[src/rtl/cpu_pkg.sv]
// cpu_pkg: shared widths, FU indices and result types for the writeback path.
package cpu_pkg;
    localparam int DATA_W     = 32;
    localparam int PREG_W     = 6;
    localparam int ROB_W      = 6;
    localparam int NUM_FU     = 4;
    localparam int FIFO_DEPTH = 2;
    localparam int SRC_W      = $clog2(NUM_FU);
    localparam int FU_ALU0    = 0;
    localparam int FU_ALU1    = 1;
    localparam int FU_ALU2    = 2;
    localparam int FU_LSU     = 3;

    typedef struct packed {
        logic [DATA_W-1:0] data;
        logic [PREG_W-1:0] preg;
        logic [ROB_W-1:0]  rob;
    } fu_result_t;

    // Returns {found, index} of the first requester after `last`, wrapping.
    function automatic logic [SRC_W:0] rr_pick(input logic [NUM_FU-1:0] req,
                                                input logic [SRC_W-1:0] last);
        logic [SRC_W-1:0] idx;
        rr_pick = '0;
        for (int k = NUM_FU; k >= 1; k--) begin
            idx = SRC_W'((int'(last) + k) % NUM_FU);
            if (req[idx]) rr_pick = {1'b1, idx};
        end
    endfunction
endpackage

[src/rtl/fu_result_fifo.sv]
// fu_result_fifo: small synchronous result FIFO with flush; full/empty come from the registered count.
module fu_result_fifo
    import cpu_pkg::*;
#(
    parameter int DEPTH = FIFO_DEPTH
) (
    input  logic       clk,
    input  logic       rstn,
    input  logic       flush,
    input  logic       push,
    input  logic       pop,
    input  fu_result_t din,
    output fu_result_t dout,
    output logic       full,
    output logic       empty
);
    localparam int PTR_W = $clog2(DEPTH);
    localparam int CNT_W = PTR_W + 1;

    fu_result_t       mem_q [DEPTH];
    logic [PTR_W-1:0] wr_q, rd_q;
    logic [CNT_W-1:0] cnt_q;
    logic             do_push, do_pop;

    assign full    = cnt_q == CNT_W'(DEPTH);
    assign empty   = cnt_q == '0;
    assign do_push = push && !full;
    assign do_pop  = pop && !empty;
    assign dout    = mem_q[rd_q];

    always_ff @(posedge clk) begin
        if (!rstn || flush) begin
            wr_q  <= '0;
            rd_q  <= '0;
            cnt_q <= '0;
        end else begin
            if (do_push) wr_q <= wr_q + PTR_W'(1);
            if (do_pop) rd_q <= rd_q + PTR_W'(1);
            cnt_q <= cnt_q + CNT_W'(do_push) - CNT_W'(do_pop);
        end
    end

    always_ff @(posedge clk) begin
        if (do_push) mem_q[wr_q] <= din;
    end
endmodule

[src/rtl/cdb_arbiter.sv]
// cdb_arbiter: buffers per-FU results and round-robin arbitrates them
// onto one registered common data bus.
module cdb_arbiter
    import cpu_pkg::*;
(
    input  logic                     clk,
    input  logic                     rstn,
    input  logic                     flush,
    input  logic [NUM_FU-1:0]        fu_valid,
    input  logic [NUM_FU*DATA_W-1:0] fu_data,
    input  logic [NUM_FU*PREG_W-1:0] fu_preg,
    input  logic [NUM_FU*ROB_W-1:0]  fu_rob,
    output logic [NUM_FU-1:0]        fu_ready,
    output logic                     cdb_valid,
    output logic [DATA_W-1:0]        cdb_data,
    output logic [PREG_W-1:0]        cdb_preg,
    output logic [ROB_W-1:0]         cdb_rob,
    output logic [SRC_W-1:0]         cdb_src,
    input  logic                     cdb_ready
);
    fu_result_t        fu_in [NUM_FU];
    fu_result_t        head  [NUM_FU];
    logic [NUM_FU-1:0] full, empty, pop;
    logic [SRC_W-1:0]  last_q, last_d, win, src_q, src_d;
    logic              found, load_en, valid_q, valid_d;
    fu_result_t        cdb_q, cdb_d;

    for (genvar i = 0; i < NUM_FU; i++) begin : g_fu
        assign fu_in[i] = '{data: fu_data[i*DATA_W +: DATA_W],
                            preg: fu_preg[i*PREG_W +: PREG_W],
                            rob:  fu_rob[i*ROB_W +: ROB_W]};
        fu_result_fifo #(.DEPTH(FIFO_DEPTH)) u_fifo (
            .clk   (clk),
            .rstn  (rstn),
            .flush (flush),
            .push  (fu_valid[i]),
            .pop   (pop[i]),
            .din   (fu_in[i]),
            .dout  (head[i]),
            .full  (full[i]),
            .empty (empty[i])
        );
    end

    assign fu_ready = ~full;

    // Arbitration only advances when the CDB register can take a new value.
    always_comb begin
        load_en      = !valid_q || cdb_ready;
        {found, win} = rr_pick(~empty, last_q);
        pop          = (load_en && found) ? (NUM_FU'(1) << win) : '0;
        last_d       = (load_en && found) ? win : last_q;
        valid_d      = load_en ? found : valid_q;
        cdb_d        = (load_en && found) ? head[win] : cdb_q;
        src_d        = (load_en && found) ? win : src_q;
    end

    always_ff @(posedge clk) begin
        if (!rstn || flush) begin
            valid_q <= 1'b0;
            cdb_q   <= '0;
            src_q   <= '0;
            last_q  <= SRC_W'(NUM_FU - 1);
        end else begin
            valid_q <= valid_d;
            cdb_q   <= cdb_d;
            src_q   <= src_d;
            last_q  <= last_d;
        end
    end

    assign cdb_valid = valid_q;
    assign cdb_data  = cdb_q.data;
    assign cdb_preg  = cdb_q.preg;
    assign cdb_rob   = cdb_q.rob;
    assign cdb_src   = src_q;
endmodule

[config.mk]
export PLATFORM = sky130hd
export DESIGN_NAME = cdb_arbiter
export DESIGN_NICKNAME = d
export VERILOG_FILES = /design/src/rtl/cpu_pkg.sv /design/src/rtl/fu_result_fifo.sv /design/src/rtl/cdb_arbiter.sv
export SDC_FILE = /design/constraint.sdc
export NUM_CORES = 1
export LEC_CHECK = 0
export ABC_AREA = 1
export BUFFER_PORTS_ARGS = -buffer_cell sky130_fd_sc_hd__buf_4
export CAP_MARGIN = 25
export CELL_PAD_IN_SITES_DETAIL_PLACEMENT = 2
export CELL_PAD_IN_SITES_GLOBAL_PLACEMENT = 2
export CORE_MARGIN = 4
export CORE_UTILIZATION = 42
export DETAILED_ROUTE_END_ITERATION = 10
export PLACE_DENSITY = 0.9
export SLEW_MARGIN = 10
export SYNTH_ARGS = -nofsm -noshare
export SYNTH_HDL_FRONTEND = slang
export SYNTH_SLANG_ARGS = --single-unit
[constraint.sdc]
create_clock -name clk -period 5 [get_ports clk]
set_input_delay 1.25 -clock clk [delete_from_list [all_inputs] [get_ports clk]]
set_output_delay 1.25 -clock clk [all_outputs]
set_load 0.03 [all_outputs]
### After elaboration in Yosys (flattened, before gate mapping)

Memory sizes are Yosys's and may differ from the RTL's. A register that Yosys moved wholly into a read port is not among the register bits.
Index checks and enable logic that the tools add are counted.

* memories: 4
* bits in registers: 65
* word-level logic and storage cells: 112
* output and inout port bits: 51
* RAM bits: 352
* input port bits: 184

* shift operators: 1
* reductions and logical operators: 25
* add/sub/neg operators: 20
* $lt $le $gt $ge: 5
* bitwise logic cells: 3
* muxes and demuxes: 32
* equal/unequal tests: 4

Memory list
* g_fu[0].u_fifo.mem_q: words 2, bits a word 44, read ports 1, clocked after Yosys merged registers in 1, wr ports 1, RTL line fu_result_fifo.sv:20 `fu_result_t mem_q [DEPTH];`
* g_fu[1].u_fifo.mem_q: words 2, bits a word 44, read ports 1, clocked after Yosys merged registers in 1, wr ports 1, RTL line fu_result_fifo.sv:20
* g_fu[2].u_fifo.mem_q: words 2, bits a word 44, read ports 1, clocked after Yosys merged registers in 1, wr ports 1, RTL line fu_result_fifo.sv:20
* g_fu[3].u_fifo.mem_q: words 2, bits a word 44, read ports 1, clocked after Yosys merged registers in 1, wr ports 1, RTL line fu_result_fifo.sv:20

Operators with widths (number)
* 44-bit binary-select mux with 2-bit select: 1
* 44-bit 2-to-1 mux: 2
* 1-bit 2-to-1 mux: 20
* 2-bit by 3-bit < comparator with 1-bit output (second input constant): 4
* 3-bit 2-to-1 mux: 4
* 1-bit logical NOT: 10
* 1-bit logical AND: 9
* 1-bit adder (second input constant): 8
* 2-bit by 1-bit adder with 2-bit output: 4
* 1-bit binary-select mux with 2-bit select: 4
* 2-bit equality test (second input constant): 4
* 2-bit logical NOT: 4
* 4-bit NOT: 2
* 2-bit by 1-bit subtractor with 2-bit output: 4
* 2-bit by 1-bit adder with 2-bit output (second input constant): 2
* 2-bit adder (second input constant): 2
* 4-bit 2-to-1 mux: 1
* 1-bit by 2-bit << shifter with 4-bit output (first input constant): 1
* 3-bit >= comparator (second input constant): 1
* 2-bit NOT with 3-bit output: 1
* 1-bit logical OR: 2

### Longest topological paths before layout

Gate-level depths: netlist of run 1.

* word-level depth: 13
* gate-level depth with buffers: 19
* depth with buffers taken out: 18

### Cells and area by module

A second synthesis of run 1 with hierarchy kept.

* cells, all modules: 1489
* area, all modules: 18589.1 um^2

By module, submodules not included
* fu_result_fifo (g_fu[2].u_fifo ...): area each 3634.7 um^2, times used 2, cells each 176, seq. area each 2742.6 um^2
* fu_result_fifo (g_fu[0].u_fifo ...): area each 3632.2 um^2, times used 2, cells each 176, seq. area each 2742.6 um^2
* cdb_arbiter: area each 4055.1 um^2, times used 1, cells each 785, seq. area each 980.9 um^2

### Least setup slack after synthesis of run 1

Ideal clock, no wire load.

* kind: in2reg
* from: input fu_valid[0]
* to: memory g_fu[0].u_fifo.mem_q[1][0] (netlist bit), enable pin
* setup slack: 1330 ps
* stages on the path: 2
* library setup time: 447 ps
* required time: 4553 ps
* buffers on the path: 0
* data arrival time: 3223 ps
* cells stage by stage: nand2_1 -> nor2_1

* cells in the longest elaborated chain, start to end: 3

RTL lines
* start, declared: RTL line cdb_arbiter.sv:9 `input logic [NUM_FU-1:0] fu_valid,`
* 1-bit logical AND: RTL line fu_result_fifo.sv:27 `assign do_push = push && !full;`
* 1-bit 2-to-1 mux: RTL line fu_result_fifo.sv:44 `if (do_push) mem_q[wr_q] <= din;`
* 1-bit 2-to-1 mux (not written as such): RTL line fu_result_fifo.sv:44
* end, declared: RTL line fu_result_fifo.sv:20

No other way between the ends.

### Worst setup path in the final report of run 1

* from: register last_q[0]
* to: register g_fu[0].u_fifo.cnt_q[1]

* cells in the longest elaborated chain, start to end: 11
* elaborated cells on any way between the ends: 21
* those cells by class: add/sub (5); shift (1); mux (13); reduce/logical (2)

RTL lines
* start, declared: RTL line cdb_arbiter.sv:24 `logic [SRC_W-1:0] last_q, last_d, win, src_q, src_d;`
* start signal, assigned: RTL line cdb_arbiter.sv:63 `last_q <= SRC_W'(NUM_FU - 1);`
* start signal, assigned: RTL line cdb_arbiter.sv:68 `last_q <= last_d;`
* 2-bit by 1-bit adder with 2-bit output: RTL line cpu_pkg.sv:26 `idx = SRC_W'((int'(last) + k) % NUM_FU);`
* 1-bit binary-select mux with 2-bit select: RTL line cpu_pkg.sv:27 `if (req[idx]) rr_pick = {1'b1, idx};`
* 1-bit 2-to-1 mux (not written as such): RTL line cpu_pkg.sv:27
* 3-bit 2-to-1 mux (3 in series): RTL line cpu_pkg.sv:27
* 3-bit 2-to-1 mux (*): RTL line cpu_pkg.sv:27
* 1-bit by 2-bit << shifter with 4-bit output or 1-bit logical AND (tied branches): RTL line cdb_arbiter.sv:51 `pop = (load_en && found) ? (NUM_FU'(1) << win) : '0;`
* 4-bit 2-to-1 mux (*): RTL line cdb_arbiter.sv:51
* 1-bit logical AND (*): RTL line fu_result_fifo.sv:28 `assign do_pop = pop && !empty;`
* named net g_fu[0].u_fifo.do_pop: RTL line fu_result_fifo.sv:23 `logic do_push, do_pop;`
* 2-bit by 1-bit subtractor with 2-bit output (*): RTL line fu_result_fifo.sv:39 `cnt_q <= cnt_q + CNT_W'(do_push) - CNT_W'(do_pop);`
* end signal, assigned: RTL line fu_result_fifo.sv:39
* end, declared: RTL line fu_result_fifo.sv:22 `logic [CNT_W-1:0] cnt_q;`

The timed path passes the listed nets; every way through them passes the cells marked *. The select of a mux whose other input is x is not followed.
A chain may end at the register's enable or synchronous reset.

==> flow_summary.yaml, run 1 <==
status:
  status: "finished, final reports clean"
routing:
  drt_pass1_iterations: 7
  drtIter0Drc: 608
  routed_wl_mm: 57.7
  route.detailed.drc: 0
  routed_via_density: 5.59
  wl_met2_mm: 30.5
  routed.top_layer: "met5"
  route.antenna.remaining_nets: 0
  wl_per_cell_um: 28.3
  via_count: 11400
  routedLengthMet1_mm: 21.2
  wl_met3_mm: 3.16
finish:
  syn_to_final_growth_pct: 23.7
  mostFrequentLayoutCells: "edfxtp_1 (352), buf_4 (253), nand3_1 (242)"
  fillers: 3635
  nNetsFinal: 1673
  layout-drive-gt1-share_pct: 23.5
  finalNonFillerCells: 2039
  layout_commonest_cell: "edfxtp_1"
placed_design:
  port_buffers: 234
  gp_congestion: 0.852
  dp_hpwl_mm: 38.1
  placed_cells: 1948
grt:
  grt-ovfl-total: 0
  grt_max_degree: 103
  grt_use_total_pct: 26.7
  grt_pass1_wl_mm: 83.3
  antenna_found_initial: 4
  grt_pass1_vias: 12700
power_and_ir_drop:
  powerDensity_nw_per_um2: 759
  peakVddDrop_mv: 0.720
  finalPower_mw: 15.6
  leakage_nw: 7.67
run:
  max-cap-violations: 0
timing:
  finClkSkew_ns: 0.0270
  max_freq_mhz: 270
  fin_crit_sh_pct: 74.0
  finalMaxSlewViolations: 0
  setup_viol: 0
  setup_tns_ns: 0
  maxSlewHeadroom_pct: 29.9
  rsz0062_at_grt: "no"
  tightest_slew_ns: 1.05
  post-route-min-period_ns: 3.70
  hold_violations: 0
logic_synthesis:
  ys_async_sr_fraction_pct: 0
  synth_cell_types: 26
  synth_top_flop_cell: "edfxtp_1"
  synthMuxAreaShare_pct: 8.68
  synth_top_family_by_area: "simple AND/OR/NAND/NOR gates"
  synth-edff-count: 352
  synthCells: 1251
  netlist_area_um2: 16600
  yosys.area_share.simple_pct: 12.5
  synth_compound_area_share_pct: 2.74
  ys_seq_area_share_pct: 72.0
  syn-num-nets: 1443
  ys_seq_elements: 421
  yosys_warnings: 0
  synthAdderAreaFrac_pct: 0.603
  avgSynthCellArea_um2: 13.3
  synthXorXnorAreaFrac_pct: 0.317
clock_tree:
  clockRootBuffer: "clkbuf_16"
  hold_buffers: 0
  clk_latency_ns: 0.59
  cts_setup_buffers: 0
  cts.clk_slew.worst_paths_ns: 0.06
  htreeDepth: 2
  cts.repair.resized: 0
  cts_tree: "built"
  cts_buffer_depth: 3
  clock_sinks: 421
  cts_made_buffers: 47
worst_setup_path:
  cp_data_arrival_time_ns: 4.19
  crit_type: "register to register"
  cp.required_ns: 5.49
  path_max_fanout: 35
  startpoint_type: "register"
  crit_path_end_kind: "register"
floorplan:
  design.die.area_um2: 42800
  die_h_um: 207
  io_pins: 235
  core_um2: 38800
  rows: 72
  start_util_pct: 42.8
  die_w_um: 207
min_path:
  hp-class: "register to register"
-- routing by layer --
layer	global-route usage (%)	vias up
met1	30.6	5836
met3	4.62	131
met2	48.6	439
met5	0	-
met4	12.5	6
li1	-	4996
-- final timing paths --
path / from / end / slack [ns] / cells after the start
setup reg to reg: last_q[0] / g_fu[0].u_fifo.cnt_q[1] / 1.30 / 16
setup / recovery: last_q[0] / g_fu[0].u_fifo.cnt_q[1] / 1.30 / 16
hold reg to reg: g_fu[1].u_fifo.cnt_q[1] / g_fu[1].u_fifo.cnt_q[1] / 0.49 / 1
hold / removal: g_fu[1].u_fifo.cnt_q[1] / g_fu[1].u_fifo.cnt_q[1] / 0.49 / 1
-- Yosys cell counts, types with 2 or more instances --
master	instances	area (um^2)
nor2_1	59	221
ha_1	8	100
nand2_2	6	37.5
mux2i_1	144	1440
nand2_1	151	567
buf_4	2	15.0
nand3_1	242	1210
a21oi_1	40	200
o21ai_0	30	150
buf_2	30	150
edfxtp_1	352	10600
dfxtp_1	69	1380
o21ai_1	16	80.1
xor2_1	6	52.6
inv_2	5	18.8
buf_6	2	22.5
clkbuf_1	36	135
buf_1	4	15.0
inv_1	42	158
-- power breakdown --
| part | switching [mW] | internal (mW) |
|---|---|---|
| registers | 0.298 | 4.27 |
| clock network | 1.45 | 2.11 |
| logic | 5.43 | 2.01 |
| total | 7.18 | 8.40 |
-- kinds of logic (layout without fill, tap and decap cells) --
group,after synthesis,count (layout)
buffers and inverters,122,391
AOI/OAI and AO/OA,88,88
and+or+nand+nor,462,462
DFF,421,421
xor gates and xnor gates,6,6
adders and majority gates,8,8
muxes,144,144
other,0,1
-- sequential cells by signal (all words and copies together) (netlist names), named ones only --
| register | flops |
|---|---|
| g_fu.u_fifo.mem_q | 352 |
| cdb_data | 32 |
| g_fu.u_fifo.cnt_q | 8 |
| cdb_preg | 6 |
| cdb_rob | 6 |
| g_fu.u_fifo.rd_q | 4 |
| g_fu.u_fifo.wr_q | 4 |
| cdb_src | 2 |
| last_q | 2 |
| cdb_valid | 1 |
-- layout make-up --
type / instances / area (um^2) / share of cell area (%)
Sequential cell: 421 / 12000 / 58.2
Multi-Input combinational cell: 708 / 4210 / 20.5
Antenna cell: 1 / 2.50 / 0.0122
Timing Repair Buffer: 255 / 1950 / 9.48
Tap cell: 518 / 648 / 3.16
Clock inverter: 17 / 181 / 0.884
Inverter: 48 / 180 / 0.878
Clock buffer: 71 / 1410 / 6.86
-- through the flow --
step	setup WS (ns)	area [um^2]	util, %	hold slack, ns
after floorplan	1.33	16600	-	0.443
after global placement	1.64	18900	48.7	0.454
after detailed placement	1.37	18900	48.7	0.465
after CTS	1.30	20500	52.8	0.488
after global routing	1.07	20500	52.9	0.517
final	1.30	20500	52.9	0.489
-- critical path, cell delays in order (launching register included) --
cell	delay, ns
dfxtp_1	0.38
inv_2	0.17
nand2_1	0.08
nand2_1	0.11
inv_2	0.08
nand3_1	0.11
nor2b_4	0.22
nand3b_2	0.31
nand2_2	0.74
nand3_1	0.27
inv_1	0.12
ha_1	0.24
inv_1	0.06
ha_1	0.14
xor2_1	0.22
o21ai_0	0.13
a21oi_1	0.21
(Power assumes the default switching activity.)
==> run 2: changes to the inputs <==
--- a/config.mk
+++ b/config.mk
@@ -5,15 +5,15 @@
 export SDC_FILE = /design/constraint.sdc
 export NUM_CORES = 1
 export LEC_CHECK = 0
-export ABC_AREA = 1
+export ABC_AREA = 0
 export BUFFER_PORTS_ARGS = -buffer_cell sky130_fd_sc_hd__buf_4
 export CAP_MARGIN = 25
 export CELL_PAD_IN_SITES_DETAIL_PLACEMENT = 2
 export CELL_PAD_IN_SITES_GLOBAL_PLACEMENT = 2
 export CORE_MARGIN = 4
-export CORE_UTILIZATION = 42
+export CORE_UTILIZATION = 41
 export DETAILED_ROUTE_END_ITERATION = 10
-export PLACE_DENSITY = 0.9
+export PLACE_DENSITY = 0.85
 export SLEW_MARGIN = 10
 export SYNTH_ARGS = -nofsm -noshare
 export SYNTH_HDL_FRONTEND = slang
==> constraint.sdc (replaced) <==
create_clock -name clk -period 3.5 [get_ports clk]
set_input_delay 0.875 -clock clk [delete_from_list [all_inputs] [get_ports clk]]
set_output_delay 0.875 -clock clk [all_outputs]
set_load 0.03 [all_outputs]
==> flow_summary.yaml, run 2 <==
worst_setup_path:
  crit_end: "cdb_data[12]"
  startpoint: "g_fu[0].u_fifo.cnt_q[1]"
  cpPeakStageDelay_ns: 0.55
  cpMostUsedCell: "buf_4"
  startpoint_type: "register"
  timing.rr.end: "cdb_data[12]"
  rr_startpoint: "g_fu[0].u_fifo.cnt_q[1]"
  crit_path_cell_trace: "or4_1 -> and3_1 -> buf_4 -> nor3_4 -> buf_4 -> o22ai_1 -> o32ai_1"
  r2r_slack_ns: 0.43
  worst-r2r-cell-count: 7
  crit_family: "simple AND/OR/NAND/NOR gates"
  worst-path-buf-inv: 2
  worst_path_max_delay_cell: "or4_1"
  crit_type: "register to register"
  cp.required_ns: 3.95
  crit_cells: 7
  cp_data_arrival_time_ns: 3.52
  crit_path_end_kind: "register"
  path_max_fanout: 27
finish:
  layout-drive-gt1-share_pct: 30.7
  nNetsFinal: 1487
  mostFrequentLayoutCells: "edfxtp_1 (352), buf_4 (254), mux2i_1 (92)"
  largest_reg_flops: 352
  finalNonFillerCells: 1858
  largest-register: "g_fu.u_fifo.mem_q"
  syn_to_final_growth_pct: 23.2
  layout_commonest_cell: "edfxtp_1"
  final_util_pct: 51.5
placed_design:
  post-place-ws_ns: 0.520
  placed_cells: 1772
  dp_hpwl_mm: 35.0
  gp_congestion: 0.809
  port_buffers: 234
routing:
  drtIter0Drc: 839
  routed_via_density: 5.74
  route.detailed.drc: 0
  via_count: 10700
  wl_per_cell_um: 29.9
  drt_pass1_iterations: 5
  route.antenna.remaining_nets: 0
  routed_wl_mm: 55.6
logic_synthesis:
  synth_common_cells: "edfxtp_1 (352), mux2i_1 (92), dfxtp_1 (69)"
  syn-num-nets: 1253
  synth_area_leader_cell: "edfxtp_1"
  ys_seq_elements: 421
  yosys_warnings: 0
  yosys.cell_count.top_type: "edfxtp_1"
  synth_area_leaders: "edfxtp_1 (63%), dfxtp_1 (8.3%), mux2i_1 (5.5%)"
  synth_cell_types: 44
  avgSynthCellArea_um2: 15.8
  ys_async_sr_fraction_pct: 0
  synth-edff-count: 352
  ys_seq_area_share_pct: 71.5
  synthCells: 1061
  yosysTopAreaCellShare_pct: 63.2
  synth_top_flop_cell: "edfxtp_1"
  netlist_area_um2: 16700
timing:
  fin_ws_ns: 0.427
  setup_viol: 0
  finalMaxSlewViolations: 0
  fin_crit_sh_pct: 87.8
  rsz0062_at_grt: "no"
  hold_violations: 0
  tightest_slew_ns: 1.05
  finClkSkew_ns: 0.0146
  max_freq_mhz: 325
  post-route-min-period_ns: 3.07
  setup_tns_ns: 0
  maxSlewHeadroom_pct: 30.1
power_and_ir_drop:
  peakVddDrop_mv: 0.423
  powerDensity_nw_per_um2: 764
  finalPower_mw: 15.7
  leakage_nw: 7.15
clock_tree:
  cts_buffer_depth: 3
  cts_made_buffers: 45
  htreeDepth: 2
  cts.clk_slew.worst_paths_ns: 0.06
  cts_setup_buffers: 0
  hold_buffers: 0
  cts_tree: "built"
  clockRootBuffer: "clkbuf_16"
  clock_sinks: 421
  cts.repair.resized: 0
  clk_latency_ns: 0.57
status:
  status: "finished, final reports clean"
floorplan:
  start_util_pct: 41.8
  io_pins: 235
  die_h_um: 210
  rows: 73
  core_um2: 40000
  design.die.area_um2: 44100
  die_w_um: 210
min_path:
  hp-class: "register to register"
grt:
  grt_pass1_vias: 12000
  grt_pass1_wl_mm: 80.6
  grt_use_total_pct: 24.6
  antenna_found_initial: 3
  grt-ovfl-total: 0
  grt_max_degree: 89
run:
  max-cap-violations: 0
## run 2: cell count changes after synthesis, moves of 18 or more
| cell | before | now |
|---|---|---|
| nor2b_1 | 0 | 58 |
| o22ai_1 | 0 | 32 |
| nand2_1 | 151 | 11 |
| a2111oi_0 | 0 | 56 |
| mux2_2 | 0 | 64 |
| a21oi_1 | 40 | 5 |
| nand3_1 | 242 | 1 |
| mux2i_1 | 144 | 92 |
| and2_1 | 0 | 36 |
| inv_1 | 42 | 13 |
| buf_2 | 30 | 12 |
| a211oi_1 | 0 | 25 |
| o32ai_1 | 0 | 32 |
## run 2: logic make-up (layout without fill, tap and decap cells)
kind of cell | Yosys count | in the layout | share of synthesized area [%]
and+or+nand+nor | 167 | 167 | 5.65
buffers and inverters | 86 | 357 | 2.38
DFF | 421 | 421 | 71.5
other | 0 | 1 | 0
muxes | 156 | 156 | 9.82
AOI/OAI and AO/OA | 211 | 211 | 9.42
xor gates and xnor gates | 12 | 12 | 0.629
adders and majority gates | 8 | 8 | 0.599
## run 2: worst min-delay path by stage
stage / from / to / cells after the start
6_report: g_fu[1].u_fifo.rd_q / register / 2
5_1_grt: fu_data[60] / g_fu[1].u_fifo.mem_q[0][40] / 1
4_1_cts: fu_rob[8] / g_fu[1].u_fifo.mem_q[0][2] / 1
3_5_place_dp: g_fu[1].u_fifo.rd_q / register / 2
3_3_place_gp: g_fu[1].u_fifo.rd_q / register / 2
2_1_floorplan: g_fu[3].u_fifo.rd_q / register / 2
## run 2: power by group
part / switching (mW) / total, mW / leakage, nW / internal, mW
combinational: 2.96 / 4.60 / 2.59 / 1.64
sequential: 0.429 / 6.46 / 3.86 / 6.03
clock: 1.97 / 4.67 / 0.695 / 2.69
total: 5.36 / 15.7 / 7.15 / 10.4
## run 2: worst min-delay path: cells and delay by family (launching register included)
kind             cells  cell delay, ns
DFF                  1            0.31
muxes                1            0.06
and+or+nand+nor      1            0.07
## run 2: through the flow
step	hold slack, ns	area (um^2)
after floorplan	0.452	16700
after global placement	0.457	19100
after detailed placement	0.461	19100
after CTS	0.449	20600
after global routing	0.464	20600
final	0.475	20600
## run 2: per-layer routing
layer  up-vias  track usage (%)  share of wire [%]
met5         -                0              0.038
met1      5598             30.7                 40
met4         4             7.54                2.6
li1       4634                -                  -
met3        95             4.32                5.0
met2       333             44.0                 52
## run 2: cell type report
type / instances / area (um^2)
inverters: 13 / 48.8
flip-flops and latches: 421 / 12000
diodes: 1 / 2.50
multi-input cells: 554 / 4460
fillers: 3641 / 19400
clock buffers: 65 / 1280
well taps: 525 / 657
repair buffers: 260 / 2030
clock inverters: 19 / 140
